--- src/rtl/usb_pkg.sv ---
// Shared USB definitions for the bitstream encoder/decoder pair.
//   pkt_type_t  : packet class handed to the ProtocolFSM
//   dec_state_t : bs_decoder FSM states (also exported on its debug port)
//   *_BITS      : packet lengths including the PID byte, excluding SYNC
//   SYNC        : SYNC pattern in arrival order, first bit = MSB
package usb_pkg;

  typedef enum logic [1:0] {
    PKT_NONE   = 2'b00,
    PKT_DATA   = 2'b01,
    PKT_TOKEN  = 2'b10,
    PKT_HSHAKE = 2'b11
  } pkt_type_t;

  typedef enum logic [2:0] {
    ST_IDLE     = 3'd0,
    ST_PID      = 3'd1,
    ST_BODY     = 3'd2,
    ST_WAIT_EOP = 3'd3,
    ST_DRAIN    = 3'd4,
    ST_HOLD     = 3'd5
  } dec_state_t;

  localparam int DATA_BITS   = 88;
  localparam int TOKEN_BITS  = 24;
  localparam int HSHAKE_BITS = 8;
  localparam logic [7:0] SYNC = 8'b0000_0001;

  // A PID carries its own check: the upper nibble is the complement of the lower.
  function automatic logic pid_ok(input logic [7:0] pid);
    return pid[7:4] == ~pid[3:0];
  endfunction

endpackage

--- src/rtl/sipo_register.sv ---
// Serial-in / parallel-out shift register, MSB-first.
//   clk, rst_n : clock, asynchronous active-low reset
//   clr_i      : synchronous clear (wins over en_i)
//   en_i       : shift d_i into bit 0, older bits move toward the MSB
//   d_i        : serial data
//   q_o        : parallel contents
module sipo_register #(
  parameter int W = 88
) (
  input  logic         clk,
  input  logic         rst_n,
  input  logic         clr_i,
  input  logic         en_i,
  input  logic         d_i,
  output logic [W-1:0] q_o
);

  logic [W-1:0] q_q;

  always_ff @(posedge clk or negedge rst_n) begin
    if (!rst_n) begin
      q_q <= '0;
    end else if (clr_i) begin
      q_q <= '0;
    end else if (en_i) begin
      q_q <= {q_q[W-2:0], d_i};
    end
  end

  assign q_o = q_q;

endmodule

--- src/rtl/bs_decoder.sv ---
// Receive bitstream decoder: hunts for SYNC on the unstuffed serial stream,
// checks the PID, deserialises handshake/token/data packets and presents the
// fields to the ProtocolFSM until acknowledged. No CRC checking here.
//   clk, rst_n : clock, asynchronous active-low reset
//   s_in       : serial bit, meaningful only when s_valid=1
//   s_valid    : s_in is a real (non-stuffed) bit this cycle
//   eop        : end-of-packet pulse; wins over a coincident s_valid
//   pkt_ack    : consumer has taken the packet (only honoured in HOLD)
//   pkt_valid  : fields valid, held until pkt_ack
//   pkt_type   : 00 none, 01 data, 10 token, 11 handshake
//   hshake     : PID byte of a handshake packet
//   token      : {PID, addr, endp, crc5}
//   data       : {PID, payload, crc16}
//   pkt_err    : one-cycle pulse, the cycle after a malformed packet is seen
//   busy       : FSM is not in IDLE
//   dbg_state  : current FSM state
//
// Handshake: pkt_valid rises the cycle after eop and stays high with all fields
// frozen; the cycle after pkt_valid && pkt_ack is sampled, pkt_valid drops.
module bs_decoder
  import usb_pkg::*;
#(
  parameter logic [7:0] SYNC_PAT = SYNC,
  parameter int         CNT_W    = 7
) (
  input  logic              clk,
  input  logic              rst_n,
  input  logic              s_in,
  input  logic              s_valid,
  input  logic              eop,
  input  logic              pkt_ack,
  output logic              pkt_valid,
  output logic [1:0]        pkt_type,
  output logic [7:0]        hshake,
  output logic [23:0]       token,
  output logic [87:0]       data,
  output logic              pkt_err,
  output logic              busy,
  output dec_state_t        dbg_state
);

  dec_state_t       state_q, state_d;
  pkt_type_t        cur_q, cur_d;       // type decoded from the PID
  pkt_type_t        ptype_q, ptype_d;   // type presented on the output
  logic [7:0]       win_q, win_d;
  logic [CNT_W-1:0] cnt_q, cnt_d;
  logic             valid_q, valid_d;
  logic             err_q, err_d;
  logic [7:0]       hshake_q, hshake_d;
  logic [23:0]      token_q, token_d;
  logic [87:0]      data_q, data_d;

  logic             sr_clr, sr_en;
  logic [87:0]      sr_q;
  logic [7:0]       win_next;
  logic [7:0]       pid_byte;
  logic [CNT_W-1:0] last_idx;

  sipo_register #(.W(DATA_BITS)) u_sr (
    .clk   (clk),
    .rst_n (rst_n),
    .clr_i (sr_clr),
    .en_i  (sr_en),
    .d_i   (s_in),
    .q_o   (sr_q)
  );

  // The PID byte is complete in the same cycle its 8th bit arrives.
  assign win_next = {win_q[6:0], s_in};
  assign pid_byte = {sr_q[6:0], s_in};
  assign last_idx = (cur_q == PKT_TOKEN) ? CNT_W'(TOKEN_BITS - 1)
                                         : CNT_W'(DATA_BITS - 1);

  always_comb begin
    state_d  = state_q;
    cur_d    = cur_q;
    ptype_d  = ptype_q;
    win_d    = win_q;
    cnt_d    = cnt_q;
    valid_d  = valid_q;
    err_d    = 1'b0;
    hshake_d = hshake_q;
    token_d  = token_q;
    data_d   = data_q;
    sr_clr   = 1'b0;
    sr_en    = 1'b0;

    case (state_q)
      ST_IDLE: begin
        if (eop) begin
          win_d = 8'hFF;
        end else if (s_valid) begin
          win_d = win_next;
          if (win_next == SYNC_PAT) begin
            state_d = ST_PID;
            cnt_d   = '0;
            sr_clr  = 1'b1;
          end
        end
      end

      ST_PID: begin
        if (eop) begin
          err_d   = 1'b1;
          state_d = ST_IDLE;
          win_d   = 8'hFF;
        end else if (s_valid) begin
          sr_en = 1'b1;
          cnt_d = cnt_q + CNT_W'(1);
          if (cnt_q == CNT_W'(HSHAKE_BITS - 1)) begin
            if (!pid_ok(pid_byte) || pid_byte[1:0] == 2'b00) begin
              err_d   = 1'b1;
              state_d = ST_DRAIN;
            end else if (pid_byte[1:0] == 2'b10) begin
              cur_d   = PKT_HSHAKE;
              state_d = ST_WAIT_EOP;
            end else if (pid_byte[1:0] == 2'b01) begin
              cur_d   = PKT_TOKEN;
              state_d = ST_BODY;
            end else begin
              cur_d   = PKT_DATA;
              state_d = ST_BODY;
            end
          end
        end
      end

      ST_BODY: begin
        if (eop) begin
          err_d   = 1'b1;
          state_d = ST_IDLE;
          win_d   = 8'hFF;
        end else if (s_valid) begin
          sr_en = 1'b1;
          cnt_d = cnt_q + CNT_W'(1);
          if (cnt_q == last_idx) state_d = ST_WAIT_EOP;
        end
      end

      ST_WAIT_EOP: begin
        if (eop) begin
          case (cur_q)
            PKT_DATA:   data_d   = sr_q;
            PKT_TOKEN:  token_d  = sr_q[TOKEN_BITS-1:0];
            PKT_HSHAKE: hshake_d = sr_q[HSHAKE_BITS-1:0];
            default:    ;
          endcase
          ptype_d = cur_q;
          valid_d = 1'b1;
          state_d = ST_HOLD;
        end else if (s_valid) begin
          err_d   = 1'b1;   // overlength packet
          state_d = ST_DRAIN;
        end
      end

      ST_DRAIN: begin
        if (eop) begin
          state_d = ST_IDLE;
          win_d   = 8'hFF;
        end
      end

      ST_HOLD: begin
        // Incoming traffic is dropped while the consumer owns the packet.
        if (pkt_ack) begin
          valid_d = 1'b0;
          ptype_d = PKT_NONE;
          state_d = ST_IDLE;
          win_d   = 8'hFF;
        end
      end

      default: begin
        state_d = ST_IDLE;
        win_d   = 8'hFF;
      end
    endcase
  end

  always_ff @(posedge clk or negedge rst_n) begin
    if (!rst_n) begin
      state_q  <= ST_IDLE;
      cur_q    <= PKT_NONE;
      ptype_q  <= PKT_NONE;
      win_q    <= 8'hFF;
      cnt_q    <= '0;
      valid_q  <= 1'b0;
      err_q    <= 1'b0;
      hshake_q <= '0;
      token_q  <= '0;
      data_q   <= '0;
    end else begin
      state_q  <= state_d;
      cur_q    <= cur_d;
      ptype_q  <= ptype_d;
      win_q    <= win_d;
      cnt_q    <= cnt_d;
      valid_q  <= valid_d;
      err_q    <= err_d;
      hshake_q <= hshake_d;
      token_q  <= token_d;
      data_q   <= data_d;
    end
  end

  assign pkt_valid = valid_q;
  assign pkt_type  = ptype_q;
  assign hshake    = hshake_q;
  assign token     = token_q;
  assign data      = data_q;
  assign pkt_err   = err_q;
  assign busy      = (state_q != ST_IDLE);
  assign dbg_state = state_q;

endmodule

--- config.mk ---
export PLATFORM = sky130hd
export DESIGN_NAME = bs_decoder
export DESIGN_NICKNAME = d
export VERILOG_FILES = /design/src/rtl/usb_pkg.sv /design/src/rtl/sipo_register.sv /design/src/rtl/bs_decoder.sv
export SDC_FILE = /design/constraint.sdc
export NUM_CORES = 1
export LEC_CHECK = 0
export CAP_MARGIN = 20
export CORE_MARGIN = 5
export CORE_UTILIZATION = 60
export CTS_BUF_LIST = sky130_fd_sc_hd__clkbuf_2 sky130_fd_sc_hd__clkbuf_4 sky130_fd_sc_hd__clkbuf_8
export DETAILED_ROUTE_END_ITERATION = 12
export PLACE_DENSITY = 0.85
export SLEW_MARGIN = 15
export SYNTH_ARGS = -nofsm -noshare
export SYNTH_HDL_FRONTEND = slang
export SYNTH_SLANG_ARGS = --single-unit
--- constraint.sdc ---
create_clock -name clk -period 5.72 [get_ports clk]
set_clock_uncertainty 0.1 [all_clocks]
set_input_delay 0.858 -clock clk [delete_from_list [all_inputs] [get_ports clk]]
set_output_delay 0.858 -clock clk [all_outputs]
set_load 0.02 [all_outputs]
==> results.cfg <==
[sta]
fin_crit_sh_pct = 56.04
rsz0062_at_grt = false
worstMarginPinSlew_ns = 1.053
fmax_mhz = 312.0
setup_viol = 0
min_period_ns = 3.205
relSlewSlack_pct = 29.78
finalHoldViolations = 0
setup_ws_ns = 2.515
fin_hold_ws_ns = 0.3169
tns_ns = 0
slew_viol_final = 0

[cells_and_area]
nets = 928
seq_area_um2 = 5789
area_delta_synth_final_pct = 23.66
drive_gt1_share_pct = 19.83
multiInputGateArea_um2 = 3214
fillCellCount = 992
antenna_cells = 0

[route]
finalWirelength_um = 19030
first_iter_violations = 471
routedWlPerCell_um = 16.83
drc_errors = 0
first_pass_iters = 4
viasPerCell = 5.545
drtAntennaViolNets = 0
vias = 6271

[grt]
grt_pass1_vias = 6335
grt_usage_pct = 21.74
antenna_found_initial = 0
grt_max_degree = 144
grt-ovfl-total = 0
grt_first_pass_wirelength_um = 32110

[critical_path]
cp-end-kind = primary output
reg2reg_depth = 3
crit_fanout = 17
worstPathRequired_ns = 4.76
crit_family = buffers and inverters
crit_type = flip-flop to primary output
start_kind = flip-flop
cp_slowest_cell = dfrtp_1
worstPathCellList = nor3_1 > inv_1 > clkdlybuf4s50_1
max_stage_delay_ns = 0.57
worstPathArrival_ns = 2.25
worstReg2RegEnd = token[20]
r2r_slack_ns = 2.85
cp.buffers_inverters = 2
r2r-start = dbg_state[0]

[logic_synthesis]
synth_seq_cells = 231
ys_types = 46
synthFlopType = dfrtp_1
avgSynthCellArea_um2 = 11.72
syn-num-nets = 799
netlist.area_leader.share_pct = 60.60
netlist_instances = 789
synth-edff-count = 0
synth.most_common_cell = dfrtp_1
ys_async_sr_fraction_pct = 100.0
yosysTopAreaCell = dfrtp_1
synth_top_cells_by_count = dfrtp_1 (224), nand2_1 (193), a21oi_1 (100)
ys_top_cells_by_area = dfrtp_1 (61%), mux2_2 (12%), nand2_1 (7.8%)
synth-seq-area-share_pct = 62.59
ys_warn_count = 0
syn_area_um2 = 9250

[floorplanning]
start_util_pct = 61.07
die_h_um = 134.2
core_area_um2 = 15150
dieArea_um2 = 18000
ios = 134
die_x_um = 134.2
row_count = 45

[clock_network]
cts_buffer_depth = 3
cts_root_buf = clkbuf_8
ctsHoldBuffers = 0
cts_sinks = 231
clk_latency_ns = 0.51
cts_setup_buffers = 0
numCtsBuffers = 37
h-tree-depth = 2
clkTransAtPathRegs_ns = 0.06
cts_resized = 0
cts_tree = yes

[power_and_ir_drop]
combPwrFrac_pct = 10.7
p_clk_share_pct = 40.1
p_int_mw = 2.678
power_density_nw_per_um2 = 318.5
seq_power_share_pct = 49.2
swShare_pct = 26.50
leakagePower_nw = 5.338
switchingPower_mw = 0.9653
ir_drop_mv = 0.2735

[worst_hold_path]
hold_class = primary input to async pin

[outcome]
run_status = finished clean

[placement]
place_ws_ns = 2.294
gp_congestion = 0.8347
numPortBuffers = 133
dp.final_hpwl_um = 11450

[job]
maxCapViolCount = 0
[registers in the layout, indices dropped and copies added, names as in the netlist]
name       count
dbg_state      3
data          88
pkt_type       2
cur_q          2
pkt_valid      1
token         24
cnt_q          7
pkt_err        1
u_sr.q_o      88
hshake         8
win_q          7
[power groups by stage]
stage / Combinational [mW] / Sequential (mW) / Clock [mW]
3_5_place_dp: 0.382 / 1.82 / 0
4_1_cts: 0.387 / 1.79 / 1.50
6_report: 0.390 / 1.79 / 1.46
3_3_place_gp: 0.372 / 1.82 / 0
5_1_grt: 0.435 / 1.80 / 1.57
2_1_floorplan: 0.265 / 1.79 / 0
[per-stage QoR]
stage	instance area [µm²]	instances	util [%]	total power, mW
5_1_grt	11440	1131	75.52	3.805
3_3_place_gp	10630	1066	70.17	2.188
2_1_floorplan	9250	789	-	2.054
3_5_place_dp	10630	1066	70.17	2.201
6_report	11440	1131	75.52	3.643
4_1_cts	11420	1130	75.39	3.674
[layer usage]
layer / wire length, µm / vias up / track usage (%)
li1: - / 2915 / -
met1: 8218 / 3160 / 30.02
met2: 9500 / 172 / 35.08
met3: 995 / 24 / 4.464
met4: 317 / 0 / 7.014
met5: 0 / - / 0
[final cells by class]
class / count / share of cell area [%]
clock buffers: 62 / 6.804
flip-flops and latches: 231 / 50.61
inverters: 4 / 0.1313
multi-input cells: 505 / 28.10
well taps: 188 / 2.056
repair buffers: 139 / 12.19
clock inverters: 2 / 0.1094
[logic make-up after synthesis]
| family | count (synthesis) | share of synthesized area (%) |
|---|---|---|
| DFF | 231 | 62.59 |
| buffers and inverters | 53 | 2.881 |
| and+or+nand+nor | 251 | 11.38 |
| muxes | 122 | 14.88 |
| AOI/OAI and AO/OA | 117 | 6.696 |
| xor gates and xnor gates | 11 | 1.041 |
| adders and majority gates | 4 | 0.5411 |
[worst max path at each step]
stage	start	to	slack, ns	cells past startpoint
5_1_grt	dbg_state[1]	busy	2.35	3
6_report	dbg_state[1]	busy	2.51	3
3_3_place_gp	s_in	cnt_q[0]	2.39	7
2_1_floorplan	eop	data[43]	3.35	7
4_1_cts	dbg_state[1]	busy	2.50	3
3_5_place_dp	eop	token[3]	2.29	4
[cell usage in the layout (no fill, tap or decap), drive strengths merged, types with 2 or more instances in the layout]
cell / instances
a221o: 2
nor3: 4
inv: 4
or3: 2
xor2: 7
ha: 4
dfstp: 7
buf: 7
dfrtp: 224
mux2: 121
clkdlybuf4s50: 132
a21oi: 100
nor2b: 3
nand2b: 2
nand4: 4
nand2: 193
and3: 2
nand3: 6
o21ai: 7
xnor2: 4
clkbuf: 62
and2: 2
nor2: 28
Note: power is estimated with default switching activity, not from simulation.
